[src/rtl/gf251_pkg.sv]
// Shared GF(251) constants, beat control types and modular reduction helpers.
// Lane datapaths and the handshake top both import this package.
package gf251_pkg;

    localparam int unsigned Q = 251;

    typedef enum logic {
        ModeMul = 1'b0,
        ModeMac = 1'b1
    } mode_e;

    typedef struct packed {
        mode_e mode;
        logic  clr;
    } beat_ctrl_t;

    // Bytes 0xFB..0xFF fold down to 0..4.
    function automatic logic [7:0] reduce8(input logic [7:0] x);
        return (x >= 8'(Q)) ? x - 8'(Q) : x;
    endfunction

    // 256 = 5 (mod 251), so fold the high byte twice and finish with one conditional subtract.
    function automatic logic [7:0] reduce16(input logic [15:0] x);
        logic [10:0] t1;
        logic [8:0]  t2;
        t1 = 11'(x[15:8]) * 11'd5 + 11'(x[7:0]);
        t2 = 9'(t1[10:8]) * 9'd5 + 9'(t1[7:0]);
        if (t2 >= 9'(Q)) begin
            t2 = t2 - 9'(Q);
        end
        return t2[7:0];
    endfunction

    function automatic logic [7:0] add_mod(input logic [7:0] a, input logic [7:0] b);
        logic [8:0] s;
        s = 9'(a) + 9'(b);
        if (s >= 9'(Q)) begin
            s = s - 9'(Q);
        end
        return s[7:0];
    endfunction

endpackage

[src/rtl/gf251_lane.sv]
// One 8-bit GF(251) lane: operand reduce, raw product, reduce/accumulate.
// Control (valid, mode, clear, stall) comes from the shared handshake in the top.
module gf251_lane
    import gf251_pkg::*;
(
    input  logic       i_clk,
    input  logic       i_rst_n,
    input  logic       i_stall,
    input  logic [7:0] i_x,
    input  logic [7:0] i_y,
    input  logic       i_s2_valid,
    input  logic       i_s2_mac,
    input  logic       i_s2_clr,
    output logic [7:0] o_res
);

    logic [7:0]  a_q, a_d;
    logic [7:0]  b_q, b_d;
    logic [15:0] prod_q, prod_d;
    logic [7:0]  res_q, res_d;
    logic [7:0]  acc_q, acc_d;
    logic [7:0]  prod_red;
    logic [7:0]  acc_next;

    always_comb begin
        a_d      = a_q;
        b_d      = b_q;
        prod_d   = prod_q;
        res_d    = res_q;
        acc_d    = acc_q;
        prod_red = reduce16(prod_q);
        acc_next = i_s2_clr ? prod_red : add_mod(acc_q, prod_red);
        if (!i_stall) begin
            a_d    = reduce8(i_x);
            b_d    = reduce8(i_y);
            prod_d = 16'(a_q) * 16'(b_q);
            // Result and accumulator only move when a real beat crosses S2 -> S3.
            if (i_s2_valid) begin
                if (i_s2_mac) begin
                    acc_d = acc_next;
                    res_d = acc_next;
                end else begin
                    res_d = prod_red;
                end
            end
        end
    end

    always_ff @(posedge i_clk or negedge i_rst_n) begin
        if (!i_rst_n) begin
            a_q    <= '0;
            b_q    <= '0;
            prod_q <= '0;
            res_q  <= '0;
            acc_q  <= '0;
        end else begin
            a_q    <= a_d;
            b_q    <= b_d;
            prod_q <= prod_d;
            res_q  <= res_d;
            acc_q  <= acc_d;
        end
    end

    assign o_res = res_q;

endmodule

[src/rtl/gf251_mul_vec.sv]
// Vector GF(251) multiply / multiply-accumulate, 3-stage pipe with valid/ready.
// Stage valids and per-beat mode/clear live here; data lives in the lanes.
module gf251_mul_vec
    import gf251_pkg::*;
#(
    parameter int unsigned LANES = 4,
    parameter int unsigned W     = 8 * LANES
) (
    input  logic         i_clk,
    input  logic         i_rst_n,
    input  logic [W-1:0] i_x,
    input  logic [W-1:0] i_y,
    input  logic         i_mode,
    input  logic         i_acc_clr,
    input  logic         i_start,
    output logic         o_ready,
    output logic [W-1:0] o_o,
    output logic         o_done,
    input  logic         i_ready
);

    logic       stall;
    logic       accept;
    logic       v1_q, v1_d;
    logic       v2_q, v2_d;
    logic       v3_q, v3_d;
    beat_ctrl_t ctrl1_q, ctrl1_d;
    beat_ctrl_t ctrl2_q, ctrl2_d;

    always_comb begin
        stall   = v3_q & ~i_ready;
        accept  = i_start & ~stall;
        v1_d    = v1_q;
        v2_d    = v2_q;
        v3_d    = v3_q;
        ctrl1_d = ctrl1_q;
        ctrl2_d = ctrl2_q;
        if (!stall) begin
            v1_d         = accept;
            ctrl1_d.mode = mode_e'(i_mode);
            // Clear has no meaning for a multiply beat, so drop it at the door.
            ctrl1_d.clr  = i_acc_clr & i_mode;
            v2_d         = v1_q;
            ctrl2_d      = ctrl1_q;
            v3_d         = v2_q;
        end
    end

    always_ff @(posedge i_clk or negedge i_rst_n) begin
        if (!i_rst_n) begin
            v1_q    <= 1'b0;
            v2_q    <= 1'b0;
            v3_q    <= 1'b0;
            ctrl1_q <= '0;
            ctrl2_q <= '0;
        end else begin
            v1_q    <= v1_d;
            v2_q    <= v2_d;
            v3_q    <= v3_d;
            ctrl1_q <= ctrl1_d;
            ctrl2_q <= ctrl2_d;
        end
    end

    assign o_ready = ~stall;
    assign o_done  = v3_q;

    for (genvar k = 0; k < int'(LANES); k++) begin : g_lane
        gf251_lane u_lane (
            .i_clk      (i_clk),
            .i_rst_n    (i_rst_n),
            .i_stall    (stall),
            .i_x        (i_x[8*k +: 8]),
            .i_y        (i_y[8*k +: 8]),
            .i_s2_valid (v2_q),
            .i_s2_mac   (ctrl2_q.mode == ModeMac),
            .i_s2_clr   (ctrl2_q.clr),
            .o_res      (o_o[8*k +: 8])
        );
    end

endmodule

[config.mk]
export PLATFORM = sky130hd
export DESIGN_NAME = gf251_mul_vec
export DESIGN_NICKNAME = d
export VERILOG_FILES = /design/src/rtl/gf251_pkg.sv /design/src/rtl/gf251_lane.sv /design/src/rtl/gf251_mul_vec.sv
export SDC_FILE = /design/constraint.sdc
export NUM_CORES = 1
export LEC_CHECK = 0
export ABC_CLOCK_PERIOD_IN_PS = 21800
export CAP_MARGIN = 40
export CORE_MARGIN = 10
export CORE_UTILIZATION = 55
export CTS_BUF_LIST = sky130_fd_sc_hd__clkbuf_8
export CTS_CLUSTER_DIAMETER = 30
export DETAILED_ROUTE_END_ITERATION = 16
export PLACE_DENSITY_LB_ADDON = 0.12
export SKIP_LAST_GASP = 1
export SLEW_MARGIN = 20
export SYNTH_ARGS = -nofsm -noshare
export SYNTH_HDL_FRONTEND = slang
export SYNTH_HIERARCHICAL = 1
export SYNTH_SLANG_ARGS = --single-unit
[constraint.sdc]
create_clock -name i_clk -period 21.8 [get_ports i_clk]
set_input_delay 2.18 -clock i_clk [delete_from_list [all_inputs] [get_ports i_clk]]
set_output_delay 2.18 -clock i_clk [all_outputs]
set_load 0.05 [all_outputs]
==> run_results.csv, run 1 <==
group,metric,value,unit
cells_and_area,multi_input_area,17300,µm²
yosys,yosys.cell_count.top_type,"ha_1",
clock_tree,cts_made_buffers,17,
floorplanning,rows,75,
placement,gp_congestion,0.881,
yosys,synth_nets,3190,
global_route,grt_pass1_vias,18200,
clock_tree,cts_sinks,199,
setup_path,rr_endpoint,"g_lane[3].u_lane/o_res[1]",
floorplanning,io_pins,104,
timing,maxSlewViolCount,0,
clock_tree,post_cts_buffers,0,
yosys,yosys.area.top_type,"dfrtp_1",
setup_path,max_stage_delay,0.54,ns
global_route,antenna_found_initial,0,
routing,first_pass_iters,5,
yosys,synth_flop_cell,"dfrtp_1",
timing,skew,0.0150,ns
setup_path,crit_path_start,"g_lane[3].u_lane/prod_q[12]",
cells_and_area,diodes,0,
cells_and_area,layout-drive-gt1-share,4.59,%
clock_tree,cts-root-buf,"clkbuf_8",
timing,rsz0062_at_grt,"false",
yosys,synth_top_cells_by_count,"316 x ha_1, 298 x inv_1, 282 x nand2_1",
yosys,synth-warning-count,6,
timing,layout_min_cycle_time,8.42,ns
timing,slew_headroom,53.1,%
cells_and_area,layoutNonFillerInstCount,3242,
yosys,synth_seq_cells,199,
timing,worstMarginPinSlew,0.703,ns
clock_tree,clk_path_buf_depth,2,
timing,hold_viol,0,
yosys,synth_cells,2624,
clock_tree,cts_tree,"yes",
setup_path,critPathCapture,"g_lane[3].u_lane/o_res[1]",
status,status,"complete, no violations",
clock_tree,ctsResizeCount,0,
setup_path,r2r_slack,13.38,ns
yosys,synth.cell_area,23600,µm²
hold_path,min_path_type,"reg -> reg",
routing,routed_wl,50000,µm
setup_path,critPathMaxFanout,6,
timing,setup_viol,0,
setup_path,crit_slowest_cell,"or4b_1",
yosys,ys_async_sr_fraction,100,%
clock_tree,cts_hold_buffers,0,
clock_tree,htree_levels,4,
placement,place_inst,3209,
routing,wire_per_inst,15.4,µm
cells_and_area,final_util,60.7,%
global_route,grt_max_degree,99,
floorplanning,die_h,227,µm
floorplanning,dieArea,51700,µm²
routing,via_per_inst,5.60,
cells_and_area,fillers,3735,
yosys,ys_top_cells_by_area,"dfrtp_1 21%, ha_1 17%, fa_1 15%",
yosys,ys_seq_area_share,21.1,%
clock_tree,clock_latency,0.58,ns
run,maxCapViolations,0,
floorplanning,start_util,56.0,%
cells_and_area,regArea,4980,µm²
setup_path,ff2ff_path_depth,31,
floorplanning,die_x,227,µm
setup_path,timing.rr.start,"g_lane[3].u_lane/prod_q[12]",
placement,port_buffers,103,
placement,hpwlAfterDp,40400,µm
timing,setup-tns-final,0,ns
yosys,avgSynthCellArea,9.01,µm²
clock_tree,clk_pin_slew,0.11,ns
setup_path,arrival,8.94,ns
routing,drt_iter0_markers,994,
global_route,grt_pass1_wl,86400,µm
setup_path,startpoint_type,"flip-flop",
global_route,grt_use_total,20.2,%
setup_path,cp.required,22.32,ns
routing,vias,18200,
timing,timing.fmax,119,MHz
routing,ant_nets,0,
setup_path,cpMostUsedCell,"inv_1",
floorplanning,core_area,42200,µm²
global_route,grt_remaining_overflow,0,
setup_path,path_class,"reg -> reg",
yosys,synth_cell_types,91,
yosys,synth_top_area_share,21.1,%
setup_path,worst_setup_path_end_kind,"flip-flop",
yosys,synth_edf_count,0,
routing,drc,0,
cells_and_area,fin_nets,3256,
cells_and_area,synthToLayoutAreaGrowth,8.42,%
timing,finalCritPeriodShare,38.6,%
[worst min path at each step]
| stage | startpoint | end | depth (start not counted) |
|---|---|---|---|
| 2_1_floorplan | g_lane[3].u_lane/prod_q[7] | g_lane[3].u_lane/prod_q[7] | 2 |
| 3_3_place_gp | g_lane[0].u_lane/prod_q[4] | g_lane[0].u_lane/prod_q[4] | 2 |
| 3_5_place_dp | g_lane[0].u_lane/prod_q[4] | g_lane[0].u_lane/prod_q[4] | 2 |
| 4_1_cts | g_lane[0].u_lane/prod_q[4] | g_lane[0].u_lane/prod_q[4] | 2 |
| 5_1_grt | g_lane[0].u_lane/prod_q[4] | g_lane[0].u_lane/prod_q[4] | 2 |
| 6_report | g_lane[0].u_lane/prod_q[4] | g_lane[0].u_lane/prod_q[4] | 2 |
[sequential cells by signal (all words and copies together) (netlist names)]
register and flops:
g_lane.u_lane/prod_q 64, g_lane.u_lane/a_q 32, g_lane.u_lane/acc_q 32, g_lane.u_lane/b_q 32
g_lane.u_lane/o_res 32, ctrl1_q 2, ctrl2_q 2, o_done 1
v1_q 1, v2_q 1
[cell families (layout without fill, tap and decap cells)]
family,after synthesis,in the layout,synth area share (%)
flops,199,199,21.1
buf+inv,366,445,5.86
mux,67,67,3.11
compound gates,531,531,15.5
simple gates,841,841,17.8
fa+ha+maj,496,496,32.0
xor+xnor,124,124,4.66
[through the flow]
stage / cell area, µm² / setup slack, ns / hold slack (ns)
global route: 25600 / 12.85 / 0.515
global placement: 25200 / 13.75 / 0.468
finish: 25600 / 13.38 / 0.490
floorplan: 23600 / 14.19 / 0.449
CTS: 25600 / 13.45 / 0.496
detailed placement: 25200 / 13.49 / 0.471
[critical path, delay by kind of cell, from the launching register on]
family,cells,cell delay (ns)
AOI/OAI and AO/OA,10,2.56
muxes,1,0.34
xor gates and xnor gates,2,0.46
and+or+nand+nor,7,1.84
buffers and inverters,5,0.35
adders and majority gates,6,2.38
DFF,1,0.43
[per-layer routing]
layer	routed length, µm	global-route usage [%]	up-vias
met1	23500	26.6	8757
met4	802	5.89	0
li1	-	-	9084
met5	0	0	-
met2	23900	33.6	272
met3	1790	3.18	40
[final cells by class]
cell class / count / area share [%]
Sequential cell: 199 / 19.4
Clock inverter: 13 / 0.620
Tap cell: 539 / 2.63
Timing Repair Buffer: 113 / 4.50
Clock buffer: 19 / 1.02
Inverter: 300 / 4.39
Multi-Input combinational cell: 2059 / 67.4
[cell usage in the layout (no fill, tap or decap), types with 60 or more instances in the layout]
master           instances
a21oi_1                 82
and2_1                 194
clkdlybuf4s50_1        102
dfrtp_1                198
fa_1                   180
ha_1                   316
inv_1                  298
nand2_1                282
nor2_1                 136
o21ai_0                161
xnor2_1                 62
xor2_1                  60
Power of run 1 is not shown: default switching activity piles up to over one toggle a cycle in this logic, so the estimate is an artifact.
==> run 2: changes to the inputs <==
ABC_CLOCK_PERIOD_IN_PS = 8500   (was 21800)
clock period = 8.5 ns   (was 21.8 ns; I/O delays follow)
==> run_results.csv, run 2 (same netlist as run 1, synthesis figures left out) <==
group,metric,value,unit
placement,gp_congestion,0.880,
cells_and_area,diodes,0,
global_route,antenna_found_initial,0,
cells_and_area,layout_common_cells,"316 x ha_1, 298 x inv_1, 282 x nand2_1, 198 x dfrtp_1, 194 x and2_1",
clock_tree,clock_latency,0.57,ns
routing,met2_length,24200,µm
timing,layout_min_cycle_time,8.00,ns
clock_tree,cts_tree,"yes",
global_route,grt_remaining_overflow,0,
cells_and_area,regMostFlops,"g_lane.u_lane/prod_q",
cells_and_area,layout_commonest_cell,"ha_1",
setup_path,startpoint_type,"flip-flop",
timing,timing.fmax,125,MHz
setup_path,path_buf_inv,3,
setup_path,max_stage_delay,0.54,ns
clock_tree,clk_path_buf_depth,2,
routing,drc,0,
timing,skew,0.0140,ns
hold_path,min_path_type,"in -> async",
global_route,grt_pass1_wl,87500,µm
routing,wl_met1,24100,µm
setup_path,cp.required,9.02,ns
routing,routed.top_layer,"met4",
timing,maxSlewViolCount,0,
placement,port_buffers,103,
clock_tree,cts_sinks,199,
global_route,grt_pass1_vias,18400,
routing,routed_wl,50600,µm
setup_path,critPathMaxFanout,5,
floorplanning,die_x,227,µm
routing,ant_nets,0,
timing,setup_viol,0,
setup_path,worst_setup_path_end_kind,"flip-flop",
setup_path,crit_slowest_cell,"fa_1",
clock_tree,clk_pin_slew,0.11,ns
clock_tree,cts_made_buffers,17,
setup_path,cpMostUsedCell,"ha_1",
run,maxCapViolations,0,
global_route,grt_use_total,20.4,%
cells_and_area,layout-drive-gt1-share,5.03,%
setup_path,crit_family,"compound AO/OA/AOI/OAI gates",
cells_and_area,layoutNonFillerInstCount,3243,
cells_and_area,synthToLayoutAreaGrowth,8.85,%
routing,first_pass_iters,5,
cells_and_area,fin_nets,3257,
routing,drt_iter0_markers,1011,
floorplanning,rows,75,
timing,hold_viol,0,
setup_path,path_class,"reg -> reg",
routing,vias,18300,
timing,slew_headroom,50.3,%
timing,rsz0062_at_grt,"true",
status,status,"complete, no violations",
timing,worstMarginPinSlew,0.744,ns
floorplanning,io_pins,104,
floorplanning,core_area,42200,µm²
cells_and_area,fillers,3801,
global_route,grt_max_degree,91,
floorplanning,start_util,56.0,%
routing,wl_met3,1660,µm
routing,wire_per_inst,15.6,µm
setup_path,arrival,8.52,ns
cells_and_area,largest_reg_flops,64,
clock_tree,cts-root-buf,"clkbuf_8",
floorplanning,die_h,227,µm
placement,hpwlAfterDp,41000,µm
clock_tree,htree_levels,4,
placement,place_inst,3209,
floorplanning,dieArea,51700,µm²
timing,finalCritPeriodShare,94.1,%
routing,via_per_inst,5.64,
run 2: what timing repair did:
| item | 4_1_cts | 5_1_grt |
|---|---|---|
| setup buffers | 0 | 2 |
| gates resized for setup | 0 | 14 |
| endpoints found under the setup margin | 0 | 33 |
| hold buffers | 0 | 0 |
| endpoints found under the hold margin | 0 | 0 |
run 2: area by class of cell:
| type | instances | area [µm²] | area share [%] |
|---|---|---|---|
| sequential | 199 | 4980 | 19.3 |
| multi-input combinational | 2059 | 17400 | 67.5 |
| clock buffer | 20 | 275 | 1.07 |
| timing repair buffer | 114 | 1180 | 4.57 |
| tap | 539 | 674 | 2.62 |
| clock inverter | 12 | 140 | 0.544 |
| inverter | 300 | 1130 | 4.37 |
run 2: final timing paths:
path	from	slack [ns]	to	cells past startpoint
worst max-delay path	g_lane[3].u_lane/prod_q[9]	0.50	g_lane[3].u_lane/o_res[1]	30
worst min-delay path	i_rst_n	0.17	g_lane[0].u_lane/acc_q[0]	1
worst max register to register	g_lane[3].u_lane/prod_q[9]	0.50	g_lane[3].u_lane/o_res[1]	30
worst min register to register	g_lane[0].u_lane/o_res[3]	0.49	g_lane[0].u_lane/o_res[3]	1
max in group asynchronous	i_rst_n	6.90	g_lane[2].u_lane/prod_q[4]	3
min in group i_clk	g_lane[0].u_lane/o_res[3]	0.49	g_lane[0].u_lane/o_res[3]	1
run 2: per-layer routing:
metal / vias to the layer above / track usage, %
li1: 9080 / -
met1: 8921 / 27.2
met2: 264 / 33.7
met3: 40 / 3.56
met4: 0 / 5.44
met5: - / 0
run 2: per-stage QoR:
stage	hold slack (ns)	setup slack (ns)	cell area (µm²)	utilization (%)	setup TNS (ns)
2_1_floorplan	0.449	0.889	23600	-	0
3_3_place_gp	0.467	0.473	25100	59.5	0
3_5_place_dp	0.471	0.244	25200	59.7	0
4_1_cts	0.124	0.211	25600	60.7	0
5_1_grt	0.143	-0.0410	25700	61.0	-0.0572
6_report	0.167	0.499	25700	61.0	0
run 2: worst reg2reg max path, delay by kind of cell (launching register included):
kind,cells,cell delay (ns)
buffers and inverters,3,0.20
AOI/OAI and AO/OA,11,2.74
adders and majority gates,7,2.70
DFF,1,0.42
xor gates and xnor gates,3,0.68
and+or+nand+nor,5,0.88
muxes,1,0.34
Power of run 2 is left out for the same reason.
